==> config.mk <==
export PLATFORM = sky130hd
export DESIGN_NAME = disk_ii_head
export DESIGN_NICKNAME = d
export VERILOG_FILES = /design/src/rtl/disk_ii_head.sv
export SDC_FILE = /design/constraint.sdc
export NUM_CORES = 1
export LEC_CHECK = 0
export CAP_MARGIN = 15
export CORE_UTILIZATION = 53
export DETAILED_ROUTE_END_ITERATION = 8
export GPL_ROUTABILITY_DRIVEN = 0
export PLACE_DENSITY_LB_ADDON = 0.08
export SYNTH_ARGS = -nofsm -noshare
export SYNTH_HDL_FRONTEND = slang
export SYNTH_SLANG_ARGS = --single-unit
==> constraint.sdc <==
create_clock -name clk -period 4.2 [get_ports clk]
set_input_delay 1.26 -clock clk [delete_from_list [all_inputs] [get_ports clk]]
set_output_delay 1.26 -clock clk [all_outputs]
set_load 0.1 [all_outputs]
==> src/rtl/disk_ii_head.sv <==
// Disk II drive mechanics: stepper head position, motor spin-down timer and the
// rotating byte stream that reads/writes one track held in the track-buffer DPRAM.
module disk_ii_head #(
  parameter int TRACK_BYTES  = 6656,
  parameter int BYTE_CE      = 32,
  parameter int MOTOR_OFF_CE = 1000000,
  parameter int MAX_HTRACK   = 69
) (
  input  logic        clk,
  input  logic        reset_n,
  input  logic        ce_1m,
  input  logic [3:0]  phase,
  input  logic        motor_req,
  input  logic        write_mode,
  input  logic        wp,
  input  logic        cpu_rd,
  input  logic        cpu_wr,
  input  logic [7:0]  cpu_din,
  output logic [7:0]  latch_dout,
  input  logic        buf_ready,
  input  logic        buf_busy,
  output logic [5:0]  track,
  output logic        active,
  output logic [12:0] ram_addr,
  input  logic [7:0]  ram_do,
  output logic [7:0]  ram_di,
  output logic        ram_we
);

  localparam int MC_W = $clog2(MOTOR_OFF_CE + 1);
  localparam int BC_W = (BYTE_CE > 1) ? $clog2(BYTE_CE) : 1;
  localparam logic [BC_W-1:0] BC_LAST   = BC_W'(BYTE_CE - 1);
  localparam logic [12:0]     ADDR_LAST = 13'(TRACK_BYTES - 1);
  localparam logic [6:0]      HT_MAX    = 7'(MAX_HTRACK);

  logic [MC_W-1:0] motor_cnt;
  logic [6:0]      htrack;
  logic [BC_W-1:0] bit_cnt;
  logic            adv;
  logic [7:0]      rd_latch;
  logic            valid;
  logic [7:0]      wr_latch;

  logic            stream_en;
  logic            boundary;
  logic [1:0]      p_up;
  logic [1:0]      p_dn;
  logic            step_up;
  logic            step_dn;

  // Motor keeps spinning for MOTOR_OFF_CE ticks after the request drops.
  // NOTE: sequential state uses non-blocking (<=) so every flop samples pre-edge values.
  always_ff @(posedge clk or negedge reset_n) begin
    if (!reset_n) begin
      active    <= 1'b0;
      motor_cnt <= '0;
    end else if (motor_req) begin
      active    <= 1'b1;
      motor_cnt <= MC_W'(MOTOR_OFF_CE);
    end else if (ce_1m && active) begin
      if (motor_cnt <= MC_W'(1)) begin
        motor_cnt <= '0;
        active    <= 1'b0;
      end else begin
        motor_cnt <= motor_cnt - 1'b1;
      end
    end
  end

  // NOTE: every always_comb output gets a default first so no latch is inferred.
  always_comb begin
    p_up    = htrack[1:0] + 2'd1;
    p_dn    = htrack[1:0] - 2'd1;
    step_up = 1'b0;
    step_dn = 1'b0;
    if (phase[p_up] && !phase[p_dn]) step_up = 1'b1;
    if (phase[p_dn] && !phase[p_up]) step_dn = 1'b1;
  end

  always_ff @(posedge clk or negedge reset_n) begin
    if (!reset_n) begin
      htrack <= '0;
    end else if (ce_1m && active) begin
      if (step_up && htrack != HT_MAX)      htrack <= htrack + 1'b1;
      else if (step_dn && htrack != 7'd0)   htrack <= htrack - 1'b1;
    end
  end

  assign track     = htrack[6:1];
  assign stream_en = active & buf_ready & ~buf_busy;
  assign boundary  = stream_en & ce_1m & (bit_cnt == BC_LAST);

  // Pointer advances the clk after a boundary, so ram_we hits the pre-advance address.
  always_ff @(posedge clk or negedge reset_n) begin
    if (!reset_n) begin
      bit_cnt  <= '0;
      adv      <= 1'b0;
      ram_addr <= '0;
      ram_we   <= 1'b0;
      ram_di   <= '0;
      rd_latch <= '0;
      valid    <= 1'b0;
    end else begin
      ram_we <= 1'b0;
      adv    <= boundary;
      if (stream_en && ce_1m)
        bit_cnt <= (bit_cnt == BC_LAST) ? '0 : bit_cnt + 1'b1;
      if (adv)
        ram_addr <= (ram_addr == ADDR_LAST) ? '0 : ram_addr + 1'b1;
      if (boundary && write_mode && !wp) begin
        ram_we <= 1'b1;
        ram_di <= wr_latch;
      end
      if (!stream_en) begin
        rd_latch <= '0;
        valid    <= 1'b0;
      end else if (boundary && !write_mode) begin
        rd_latch <= ram_do;
        valid    <= ram_do[7];
      end else if (cpu_rd && valid) begin
        valid <= 1'b0;
      end
    end
  end

  always_ff @(posedge clk or negedge reset_n) begin
    if (!reset_n)    wr_latch <= '0;
    else if (cpu_wr) wr_latch <= cpu_din;
  end

  assign latch_dout = valid ? rd_latch : {1'b0, rd_latch[6:0]};

endmodule

==> impl_results.rst, run 1 <==
.. list-table::
   :header-rows: 1

   * - Metric
     - Value
   * - Via density per instance
     - 5.712
   * - Diodes inserted
     - 0
   * - Worst Path Arrival
     - ~4 ns
   * - IR drop worst, VDD
     - between 500 and 600 uV
   * - Count of boundary I/O pins
     - 67
   * - Final core utilization
     - a little under 70%
   * - Fin Setup TNS
     - 0 ns
   * - Mean instance size in the synthesized netlist
     - slightly above 10 um2
   * - Count of vias placed by the detailed router
     - around 2900
   * - Post-CTS setup repair buffer count
     - 0
   * - Worst clock skew
     - 0.006257 ns
   * - Cell family with most CP delay
     - multiplexers
   * - Sequential cell area
     - around 1800 um2
   * - Hold buffer count at CTS
     - 0
   * - Number of global-route vias before repair
     - 2800
   * - Ys async rst share
     - between 90% and 100%
   * - Final net count
     - 462
   * - Ratio of cells with drive above 1 in the final layout
     - 11.56%
   * - Cells resized by post-CTS repair
     - 0
   * - Transition time of the tightest slew-check pin
     - between 0.9 and 1 ns
   * - Headroom to the max-slew limit
     - 34.02%
   * - Tcrit/Tclk final
     - between 80% and 90%
   * - Dominant cell type by area after synthesis
     - dfrtp_1
   * - CTS tree
     - built
   * - Final WL
     - 7481 um
   * - Number of hold violations in the final report
     - 0
   * - Leakage Power
     - approximately 2.0 nW
   * - Top flip-flop cell by instance count after synthesis
     - dfrtp_1
   * - Final setup violating endpoints
     - 0
   * - Maximum Capacitance Violations
     - 0
   * - Die height
     - approximately 86 um
   * - Count of fill cells added during filler insertion
     - between 500 and 600
   * - Post-synthesis net count
     - 404
   * - Final critical delay including setup and external delays
     - about 3.8 ns
   * - Buffers added on ports
     - 66
   * - Clock root buffer
     - clkbuf_8
   * - Result of the run
     - finished, final reports clean
   * - Number of max-slew violations in the final report
     - 0
   * - Core Rows
     - 30
   * - Final Non-Filler Cells
     - 504
   * - Area delta synth->final
     - 23.25%
   * - Class of the most critical hold timing path
     - flop to flop
   * - Starting DRT DRC Count
     - 182
   * - Initial antenna violation count
     - 0
   * - HPWL after detailed placement
     - around 5200 um
   * - Largest fanout of any net on the critical path
     - 4
   * - CTS clk-pin slew, worst paths
     - 0.08 ns
   * - Wire length of the first global-routing pass
     - 12790 um
   * - DRC violation count after routing
     - 0
   * - Number of enable-type register cells in the synthesized netlist
     - 0
   * - Ranking of synthesized cells by instance count
     - dfrtp_1, nand2_1, o21ai_0
   * - Effective utilization at floorplan
     - a little over half
   * - Routed length per placed instance
     - approximately 15 um
   * - Maximum number of pins on one net before global-route repair
     - 74
   * - CP Launch Type
     - input pin
   * - Main area contributors after synthesis
     - dfrtp_1, mux2_2, ha_1
   * - Capturing element type of the critical path
     - flop
   * - Floorplan core area
     - between 6000 and 7000 um2
   * - Buffer and inverter count on the worst path
     - 2
   * - Worst path max stage delay
     - 0.49 ns
   * - Critical path data required time
     - between 4 and 5 ns
   * - Area of combinational cells with multiple inputs
     - approximately 1700 um2
   * - Critical path, cell by cell
     - clkdlybuf4s50_1 -> mux4_2 -> inv_1 -> nand3_1 -> fa_1 -> a211oi_1 -> o21bai_1 -> a21oi_1 -> mux2i_1 -> nand2_1 -> xnor2_1
   * - Num Clock Sinks
     - 73
   * - Post-Synthesis Cell Area
     - approximately 3700 um2
   * - Most used standard cell by instance count after synthesis
     - dfrtp_1
   * - Post-DRT Antenna Nets
     - 0
   * - Length of the first detailed-routing pass in iterations
     - 4
   * - Achievable frequency
     - between 200 and 300 MHz
   * - Ys Warns
     - 0
   * - Slowest stage cell, crit path
     - mux4_2
   * - Full die area
     - ~7300 um2
   * - Power density normalized to cell area
     - 531.4 nW/um2
   * - Post-Route Hold Slack
     - between 0.4 and 0.5 ns
   * - Synth unique cells
     - 48
   * - Maximum clock path buffer count
     - 2
   * - Overflow after GRT
     - 0
   * - Number of cells after detailed placement
     - a little under 500
   * - Design Power
     - 0.002425 W
   * - Synth top area share
     - between 40% and 50%
   * - Cells after Synth
     - 361
   * - Latest clock arrival within the worst-skew pair
     - roughly 0.34 ns
   * - Number of buffers inserted during clock tree synthesis
     - 9
   * - Chip Width
     - 85.58 um
   * - RSZ-0062 raised after global routing
     - no
   * - Post-synthesis register bit count
     - 73
   * - Global router's overall resource usage
     - between 20% and 30%
   * - Portion of the post-synthesis area used by sequential elements
     - 49.34%
   * - Maximum level of the CTS H-tree
     - 3
   * - Category of the critical setup timing path
     - input pin to flop
==> placed cells by master, fill, tap and decap left out, types with 3 or more instances in the layout <==
master           synthesis  layout
a21oi_1                 17      17
nand4_1                  6       6
xor2_1                   6       6
mux2_2                  18      18
and2_1                   3       3
nand3_1                 12      12
nor3_1                  13      13
clkbuf_8                 0       9
xnor2_1                  8       8
clkinv_4                 0       3
o21ai_0                 28      28
and3_1                   3       3
dfrtp_1                 73      73
buf_4                   14       5
ha_1                    12      12
nand2_1                 35      35
inv_1                   14      14
nor2_1                  25      25
a31oi_1                  3       3
nor3b_1                  3       3
a22o_1                   8       8
nor4_1                   7       7
a22oi_1                  4       4
a21o_1                   3       3
nor2b_1                  4       4
nand3b_1                 3       3
or2_2                    3       3
clkdlybuf4s50_1          0      65
==> per-stage QoR <==
step,area (um2),worst slack (ns)
6_report,4563,0.4385
5_1_grt,4563,0.2717
4_1_cts,4563,0.5077
3_5_place_dp,4337,0.1688
3_3_place_gp,4337,0.2491
2_1_floorplan,3702,0.7079
==> path summary, 6_finish.rpt <==
check / start / to / slack [ns] / cells past startpoint
min reg2reg: bit_cnt[4]$_DFFE_PN0N_ / bit_cnt[4]$_DFFE_PN0N_ / 0.49 / 2
max in group asynchronous: reset_n / rd_latch[2]$_DFFE_PN0P_ / 2.58 / 1
min in group asynchronous: reset_n / active$_DFFE_PN0P_ / 1.03 / 1
max reg2reg: htrack[0]$_DFFE_PN0P_ / htrack[6]$_DFFE_PN0P_ / 0.99 / 12
max: phase[1] / htrack[6]$_DFFE_PN0P_ / 0.44 / 11
min: bit_cnt[4]$_DFFE_PN0N_ / bit_cnt[4]$_DFFE_PN0N_ / 0.49 / 2
==> sequential cells by signal, indices dropped and copies added (netlist names) <==
name,flops
ram_addr,13
bit_cnt,5
active,1
rd_latch,8
ram_di,8
wr_latch,8
htrack,7
motor_cnt,20
ram_we,1
adv,1
valid,1
==> kinds of logic after synthesis <==
| family | synth area share, % |
|---|---|
| AOI/OAI and AO/OA | 12.61 |
| xor gates and xnor gates | 3.312 |
| adders and majority gates | 4.596 |
| buffers and inverters | 5.576 |
| DFF | 49.34 |
| muxes | 7.232 |
| and+or+nand+nor | 17.34 |
==> where the power goes <==
part           total (W)  switching (W)  internal, W
Sequential      0.000851      0.0000801     0.000771
Combinational   0.000961       0.000593     0.000368
Clock           0.000613       0.000274     0.000339
Total            0.00242       0.000946      0.00148
==> metal layers <==
metal	part of all wire (%)	track usage (%)	vias up
li1	-	-	1399
met1	44	27.69	1391
met2	50	37.60	78
met3	5.1	5.582	11
met4	1.4	7.273	0
met5	0	0	-
==> cell type report <==
type                            instances  share of cell area (%)
Sequential cell                        73                   40.03
Multi-Input combinational cell        251                   36.58
Timing Repair Buffer                   70                   15.08
Clock buffer                            9                   2.715
Clock inverter                          7                   2.248
Tap cell                               80                   2.194
Inverter                               14                   1.152
==> worst reg2reg max path: stages (launching register included) <==
cell	delay (ns)
dfrtp_1	0.55
inv_1	0.09
ha_1	0.33
mux4_2	0.32
inv_1	0.07
nand3_1	0.16
fa_1	0.47
a211oi_1	0.32
o21bai_1	0.13
a21oi_1	0.21
mux2i_1	0.23
nand2_1	0.09
xnor2_1	0.15
No activity file was read; power rests on OpenSTA's default activity.
==> run 2, diff against run 1 <==
- CELL_PAD_IN_SITES_DETAIL_PLACEMENT: default -> 0
- CELL_PAD_IN_SITES_GLOBAL_PLACEMENT: default -> 1
- CORE_MARGIN: default -> 2
- CORE_UTILIZATION: 53 -> 41
==> impl_results.rst, run 2 (synthesis gave the netlist of run 1 again) <==
.. list-table::
   :header-rows: 1

   * - Metric
     - Value
   * - Core Rows
     - 34
   * - Cells resized by post-CTS repair
     - 0
   * - Critical path data required time
     - between 4 and 5 ns
   * - Via density per instance
     - around 5.3
   * - Result of the run
     - finished, final reports clean
   * - Full die area
     - around 9800 um2
   * - Maximum clock path buffer count
     - 2
   * - Number of hold violations in the final report
     - 0
   * - Class of the most critical hold timing path
     - flop to flop
   * - Power density normalized to cell area
     - 513.4 nW/um2
   * - Routed length per placed instance
     - 14.54 um
   * - Number of max-slew violations in the final report
     - 0
   * - Leakage Power
     - around 2 nW
   * - Length of the first detailed-routing pass in iterations
     - 4
   * - IR drop worst, VDD
     - between 500 and 600 uV
   * - Final WL
     - around 7800 um
   * - Area delta synth->final
     - 23.93%
   * - Maximum level of the CTS H-tree
     - 3
   * - Max layer used
     - met4
   * - CTS tree
     - built
   * - Largest registers
     - motor_cnt (20), ram_addr (13)
   * - Starting DRT DRC Count
     - a little under 60
   * - Post-CTS setup repair buffer count
     - 0
   * - Wire length of the first global-routing pass
     - about 14000 um
   * - Worst Path Arrival
     - around 4 ns
   * - Floorplan core area
     - roughly 8700 um2
   * - Ratio of cells with drive above 1 in the final layout
     - 11.97%
   * - CTS clk-pin slew, worst paths
     - 0.07 ns
   * - Largest fanout of any net on the critical path
     - 4
   * - Final net count
     - approximately 460
   * - HPWL after detailed placement
     - 5280 um
   * - Count of vias placed by the detailed router
     - ~2800
   * - Num Clock Sinks
     - between 70 and 80
   * - Buffers added on ports
     - 66
   * - Design Power
     - 0.002356 W
   * - CP Launch Type
     - input pin
   * - Fin Setup TNS
     - 0 ns
   * - Category of the critical setup timing path
     - input pin to flop
   * - Achievable frequency
     - about 270 MHz
   * - Wire length on met1
     - ~3600 um
   * - Number of buffers inserted during clock tree synthesis
     - 9
   * - Headroom to the max-slew limit
     - about a third
   * - Die height
     - between 90 and 100 um
   * - Hold buffer count at CTS
     - 0
   * - Overflow after GRT
     - 0
   * - Maximum number of pins on one net before global-route repair
     - 74
   * - Transition time of the tightest slew-check pin
     - between 0.9 and 1 ns
   * - Clock root buffer
     - clkbuf_8
   * - Commonest cells after routing, fill and taps aside
     - dfrtp_1, clkdlybuf4s50_1, nand2_1
   * - Effective utilization at floorplan
     - 42.45%
   * - Largest register by flop count
     - motor_cnt
   * - DRC violation count after routing
     - 0
   * - Met2 wire length
     - approximately 3700 um
   * - Diodes inserted
     - 0
   * - Maximum Capacitance Violations
     - 0
   * - Flip-flop count of the largest register after layout
     - 20
   * - Number of global-route vias before repair
     - 2766
   * - Final critical delay including setup and external delays
     - approximately 3.7 ns
   * - Global router's overall resource usage
     - between 10% and 20%
   * - Most common cell after layout, fill and taps aside
     - dfrtp_1
   * - Met3 layer wire length in the routed design
     - 371 um
   * - Count of boundary I/O pins
     - 67
   * - Post-DRT Antenna Nets
     - 0
   * - Capturing element type of the critical path
     - flop
   * - Worst clock skew
     - ~0.010 ns
   * - Latest clock arrival within the worst-skew pair
     - ~0.35 ns
   * - Final setup violating endpoints
     - 0
   * - Tcrit/Tclk final
     - roughly nine tenths
   * - Chip Width
     - about 99 um
   * - RSZ-0062 raised after global routing
     - no
   * - Initial antenna violation count
     - 0
run 2: changes by cell type in the layout (fill, tap and decap cells not counted):
cell	delta
buf_4	+2
clkinv_4	-1
bufinv_16	-1
inv_6	+1
clkinv_2	+1
run 2: final timing paths:
check,startpoint,to,slack [ns],cells after the start
setup / recovery,phase[1],htrack[6]$_DFFE_PN0P_,0.47,11
hold / removal,motor_cnt[9]$_DFFE_PN0P_,motor_cnt[9]$_DFFE_PN0P_,0.48,1
setup reg to reg,htrack[0]$_DFFE_PN0P_,htrack[6]$_DFFE_PN0P_,1.07,12
hold reg to reg,motor_cnt[9]$_DFFE_PN0P_,motor_cnt[9]$_DFFE_PN0P_,0.48,1
max in group asynchronous,reset_n,motor_cnt[9]$_DFFE_PN0P_,2.54,1
min in group asynchronous,reset_n,motor_cnt[5]$_DFFE_PN0P_,1.04,1
run 2: per-layer routing:
layer | track usage (%) | vias to the layer above
met5 | 0 | -
met4 | 4.320 | 0
met3 | 6.241 | 8
met2 | 26.92 | 52
met1 | 22.53 | 1362
li1 | - | 1401
run 2: critical path, stage by stage:
cell and delay, ns:
clkdlybuf4s50_1 0.44, mux4_2 0.50, inv_1 0.07, nand3_1 0.15
fa_1 0.45, a211oi_1 0.29, o21bai_1 0.12, a21oi_1 0.22
mux2i_1 0.22, nand2_1 0.08, xnor2_1 0.15
run 2: layout make-up:
class / instances / area (um2)
flip-flops and latches: 73 / 1827
fillers: 803 / 4133
well taps: 108 / 135.1
multi-input cells: 251 / 1669
repair buffers: 72 / 703.2
inverters: 14 / 52.55
clock buffers: 9 / 123.9
clock inverters: 7 / 77.57
run 2: metrics by stage:
step | instances | cell area, um2 | setup WS (ns) | utilization [%] | hold slack, ns
final | 534 | 4588 | 0.4686 | 52.61 | 0.4833
after global routing | 534 | 4588 | 0.2313 | 52.61 | 0.5160
after CTS | 534 | 4588 | 0.4912 | 52.61 | 0.4899
after detailed placement | 518 | 4387 | 0.1326 | 50.30 | 0.4704
after global placement | 518 | 4387 | 0.2227 | 50.30 | 0.4614
after floorplan | 361 | 3702 | 0.7079 | - | 0.4435
run 2: power breakdown:
| part | internal, W | switching, W | leakage, nW |
|---|---|---|---|
| Clock | 0.000279 | 0.000283 | 0.100 |
| Sequential | 0.000771 | 0.0000774 | 0.933 |
| Combinational | 0.000367 | 0.000578 | 0.946 |
